## src/rtl/alu_issue.sv

```systemverilog
// Issue stage: decodes instruction words into ALU operand/op triples, applies the
// writeback bypass, tracks pending destinations and hands off through a one-entry output register.
module alu_issue #(
  parameter bit R0_ZERO = 1'b1
) (
  input  logic               clk,
  input  logic               rst_n,
  input  logic               in_valid,
  input  logic [31:0]        in_instr,
  output logic               in_ready,
  output logic [3:0]         rf_raddr_a,
  output logic [3:0]         rf_raddr_b,
  input  logic [31:0]        rf_rdata_a,
  input  logic [31:0]        rf_rdata_b,
  input  logic               wb_en,
  input  logic [3:0]         wb_addr,
  input  logic [31:0]        wb_data,
  output logic               out_valid,
  input  logic               out_ready,
  output logic signed [31:0] opa,
  output logic signed [31:0] opb,
  output logic [3:0]         op,
  output logic [3:0]         dst,
  output logic               err
);

  localparam int DATA_W = 32;
  localparam logic [3:0] OP_MVHI = 4'd8;

  function automatic logic signed [DATA_W-1:0] sext16(input logic [15:0] v);
    return {{(DATA_W-16){v[15]}}, v};
  endfunction

  function automatic logic signed [DATA_W-1:0] read_reg(
    input logic [3:0]        addr,
    input logic [DATA_W-1:0] rf_data,
    input logic              byp_en,
    input logic [3:0]        byp_addr,
    input logic [DATA_W-1:0] byp_data
  );
    if (R0_ZERO && addr == 4'd0) return '0;
    if (byp_en && byp_addr == addr) return byp_data;
    return rf_data;
  endfunction

  // Stage p0: combinational decode, operand fetch and hazard check
  logic                     use_imm_p0;
  logic [3:0]               op_p0, rd_p0, ra_p0, rb_p0;
  logic [15:0]              imm_p0;
  logic                     legal_p0, hazard_p0, accept_p0, issue_p0;
  logic signed [DATA_W-1:0] opa_p0, opb_p0;
  logic [15:0]              pend, pend_nxt;
  logic                     unused_rsvd;

  assign use_imm_p0  = in_instr[31];
  assign op_p0       = in_instr[30:27];
  assign rd_p0       = in_instr[26:23];
  assign ra_p0       = in_instr[22:19];
  assign rb_p0       = in_instr[15:12];
  assign imm_p0      = in_instr[15:0];
  assign unused_rsvd = ^in_instr[18:16];

  assign rf_raddr_a = ra_p0;
  assign rf_raddr_b = rb_p0;

  assign legal_p0 = (op_p0 <= OP_MVHI);

  assign opa_p0 = read_reg(ra_p0, rf_rdata_a, wb_en, wb_addr, wb_data);
  assign opb_p0 = use_imm_p0 ? sext16(imm_p0)
                             : read_reg(rb_p0, rf_rdata_b, wb_en, wb_addr, wb_data);

  // A pending register whose writeback lands this cycle no longer blocks issue
  assign hazard_p0 = (pend[ra_p0] && !(wb_en && wb_addr == ra_p0))
                  || (!use_imm_p0 && pend[rb_p0] && !(wb_en && wb_addr == rb_p0))
                  || (pend[rd_p0] && !(wb_en && wb_addr == rd_p0));

  assign in_ready  = (!out_valid || out_ready) && (!hazard_p0 || !legal_p0);
  assign accept_p0 = in_valid && in_ready;
  assign issue_p0  = accept_p0 && legal_p0;

  always_comb begin
    pend_nxt = pend;
    if (wb_en) pend_nxt[wb_addr] = 1'b0;
    if (issue_p0 && !(R0_ZERO && rd_p0 == 4'd0)) pend_nxt[rd_p0] = 1'b1;
  end

  // Stage p1: registered output slot, scoreboard and sticky error
  logic                     vld_p1;
  logic signed [DATA_W-1:0] opa_p1, opb_p1;
  logic [3:0]               op_p1, dst_p1;
  logic                     err_p1;

  always_ff @(posedge clk or negedge rst_n) begin
    if (!rst_n) begin
      vld_p1 <= 1'b0;
      opa_p1 <= '0;
      opb_p1 <= '0;
      op_p1  <= '0;
      dst_p1 <= '0;
      pend   <= '0;
      err_p1 <= 1'b0;
    end else begin
      pend <= pend_nxt;
      if (accept_p0 && !legal_p0) err_p1 <= 1'b1;
      if (issue_p0) begin
        vld_p1 <= 1'b1;
        opa_p1 <= opa_p0;
        opb_p1 <= opb_p0;
        op_p1  <= op_p0;
        dst_p1 <= rd_p0;
      end else if (out_ready) begin
        vld_p1 <= 1'b0;
      end
    end
  end

  assign out_valid = vld_p1;
  assign opa       = opa_p1;
  assign opb       = opb_p1;
  assign op        = op_p1;
  assign dst       = dst_p1;
  assign err       = err_p1;

endmodule
```

## config.mk

```make
export PLATFORM = sky130hd
export DESIGN_NAME = alu_issue
export DESIGN_NICKNAME = d
export VERILOG_FILES = /design/src/rtl/alu_issue.sv
export SDC_FILE = /design/constraint.sdc
export NUM_CORES = 1
export LEC_CHECK = 0
export CAP_MARGIN = 20
export CORE_ASPECT_RATIO = 0.6
export CORE_MARGIN = 2
export CORE_UTILIZATION = 44
export DETAILED_ROUTE_END_ITERATION = 8
export GPL_ROUTABILITY_DRIVEN = 0
export PLACE_DENSITY = 0.91
export REMOVE_ABC_BUFFERS = 1
export SETUP_SLACK_MARGIN = 0.2
export SYNTH_ARGS = -nofsm -noshare
export SYNTH_HDL_FRONTEND = slang
export SYNTH_SLANG_ARGS = --single-unit
```

## constraint.sdc

```tcl
create_clock -name clk -period 3.9 [get_ports clk]
set_input_delay 0.975 -clock clk [delete_from_list [all_inputs] [get_ports clk]]
set_output_delay 0.975 -clock clk [all_outputs]
set_load 0.02 [all_outputs]
```

==> impl_metrics.yaml <==
finish:
  final_cell_mix: "clkdlybuf4s50_1 (202), dfrtp_1 (90), mux2i_1 (69), mux2_2 (58), o21ai_0 (47)"
  fill_cells: 853
  regArea_um2: 2252
  multi_input_area_um2: 2890
  antennaDiodeCount: 0
  finish.net_count: 831
  area_delta_synth_final_pct: 53.86
  final_common_cell: "clkdlybuf4s50_1"
  drive_gt1_share_pct: 23.21
power_and_ir_drop:
  leakagePower_nw: 3.327
  p_total_mw: 4.775
  p_per_area_nw_per_um2: 577.8
  vdd_drop_max_mv: 0.3120
worst_setup_path:
  start_kind: "input pin"
  setup.worst_path.start: "in_instr[13]"
  path_buf_inv: 2
  critPathMaxFanout: 2
  path_cells: "clkdlybuf4s50_1 -> xnor2_1 -> and2_1 -> a221o_1 -> o22ai_2 -> o21ai_2 -> and2_4 -> buf_6"
  rr_startpoint: "pend[9]"
  cp-end-kind: "output pin"
  cp.required_ns: 2.92
  crit_type: "in -> out"
  slowest_stage: "clkdlybuf4s50_1"
  worstPathArrival_ns: 2.67
  cp_slowest_stage_delay_ns: 0.44
  critPathTopFamily: "compound AO/OA/AOI/OAI gates"
worst_hold_path:
  min-delay-path-class: "reg -> reg"
  worstHoldStart: "opb[28]"
die:
  rows: 31
  io_pins: 220
  chipHeight_um: 89.59
  coreArea_um2: 11990
  dieWidth_um: 146.6
  die-area_um2: 13140
  initial_utilization_pct: 44.82
synth:
  yosysWarnings: 0
  syn_avg_cell_area_um2: 11.50
  synth_edf_count: 0
  async_flop_share_pct: 100.0
  synth-main-ff-cell: "dfrtp_1"
  yosys.area.top_type_share_pct: 41.93
  ys_types: 39
  synth_top_cell_by_area: "dfrtp_1"
  syn_inst: 467
  seq_area_frac_synth_pct: 41.93
  syn_area_um2: 5371
  synth_seq_cells: 90
  netlist_top_cells_area: "dfrtp_1 (42%), mux2i_1 (13%), mux2_2 (12%)"
grt:
  grt_max_degree: 56
  grt_overflow: 0
  grt_use_total_pct: 26.58
  grt_pass1_vias: 5030
  grt_pass1_wl_um: 26880
  antenna_found_initial: 0
timing:
  fin_crit_ns: 3.646
  clock_skew_ns: 0.01021
  finalHoldViolations: 0
  slew_viol_final: 0
  fin_ws_ns: 0.2541
  setup-violations-final: 0
  slew_headroom_pct: 52.28
  max_freq_mhz: 274.3
  grt_setup_unrepaired: "false"
  fin_crit_sh_pct: 93.49
  hold-worst-slack_ns: 0.4930
  tns_ns: 0
  max_slew.worst_pin.slew_ns: 0.7158
drt:
  totalWireLength_um: 17360
  dr.pass1.iters: 4
  wl_per_cell_um: 20.12
  avgViaCountPerCell: 5.611
  drc: 0
  final_antenna_net_count: 0
  drtIter0Drc: 328
  vias: 4842
placement:
  post-place-ws_ns: -0.6748
  dp_hpwl_um: 13160
  portBuffers: 216
clock_tree:
  cts_tree: "done"
  clkSinkCount: 90
  clock_latency_ns: 0.33
  h-tree-depth: 3
  hold_buffers: 0
  clkTransAtPathRegs_ns: 0.06
  cts_root_buffer: "clkbuf_16"
  cts_made_buffers: 9
  clockBufferDepth: 2
flow_run:
  maxCapViolations: 0
status:
  status: "completed"
[area by class of cell]
class | count | area share (%)
Multi-Input combinational cell | 327 | 34.97
Timing Repair Buffer | 263 | 31.11
Inverter | 3 | 0.1363
Clock inverter | 5 | 1.257
Tap cell | 165 | 2.498
Sequential cell | 90 | 27.25
Clock buffer | 10 | 2.771
[state kept, by name (all words and copies together), names as in the netlist]
name / cells
dst: 4
err: 1
op: 4
opa: 32
opb: 32
out_valid: 1
pend: 16
[routing by layer]
| layer | global-route usage [%] | up-vias | routed length (µm) |
|---|---|---|---|
| li1 | - | 2145 | - |
| met1 | 34.12 | 2379 | 7188 |
| met2 | 42.72 | 286 | 7971 |
| met3 | 9.596 | 32 | 1836 |
| met4 | 8.826 | 0 | 363 |
| met5 | 0 | - | 0 |
[report_power, final]
part | switching [mW] | total [mW] | internal [mW]
combinational | 1.02 | 2.22 | 1.20
sequential | 0.264 | 1.59 | 1.33
clock | 0.335 | 0.958 | 0.623
[worst paths after layout]
path | end | slack [ns] | cells past startpoint
worst max-delay path | in_ready | 0.25 | 8
max in group asynchronous | opa[14] | 2.45 | 2
min in group asynchronous | opb[7] | 0.70 | 1
worst min register to register | opb[28] | 0.49 | 1
worst max register to register | opb[10] | 1.06 | 10
worst min-delay path | opb[28] | 0.49 | 1
[timing repair]
| action | in CTS | in global routing |
|---|---|---|
| hold endpoints to repair | 0 | 0 |
| resized for setup | 26 | 13 |
| endpoints found under the setup margin | 1 | 1 |
| pin swaps | 6 | 6 |
| setup buffers | 5 | 0 |
[cells by family after synthesis]
kind of cell | Yosys count | synth area share [%]
compound gates | 76 | 9.341
buf+inv | 50 | 5.521
flops | 90 | 41.93
simple gates | 86 | 7.780
xor+xnor | 12 | 1.957
mux | 153 | 33.47
[per-stage QoR]
step	std cells	util, %	instance area (µm²)
2_1_floorplan	420	-	5086
3_3_place_gp	843	65.39	7838
3_5_place_dp	843	65.39	7838
4_1_cts	863	68.71	8235
5_1_grt	863	68.95	8264
6_report	863	68.95	8264
[synthesized netlist by cell type, types with 6 or more instances]
cell and count:
dfrtp_1 90, mux2i_1 69, mux2_2 58, o21ai_0 48
nor2_1 33, nand2_1 25, clkbuf_1 20, mux4_2 13
o31ai_1 11, buf_4 10, buf_2 9, mux2_1 9
xor2_1 9, buf_6 8, nand2b_1 7, o41ai_2 6
Note: power is estimated with default switching activity, not from simulation.
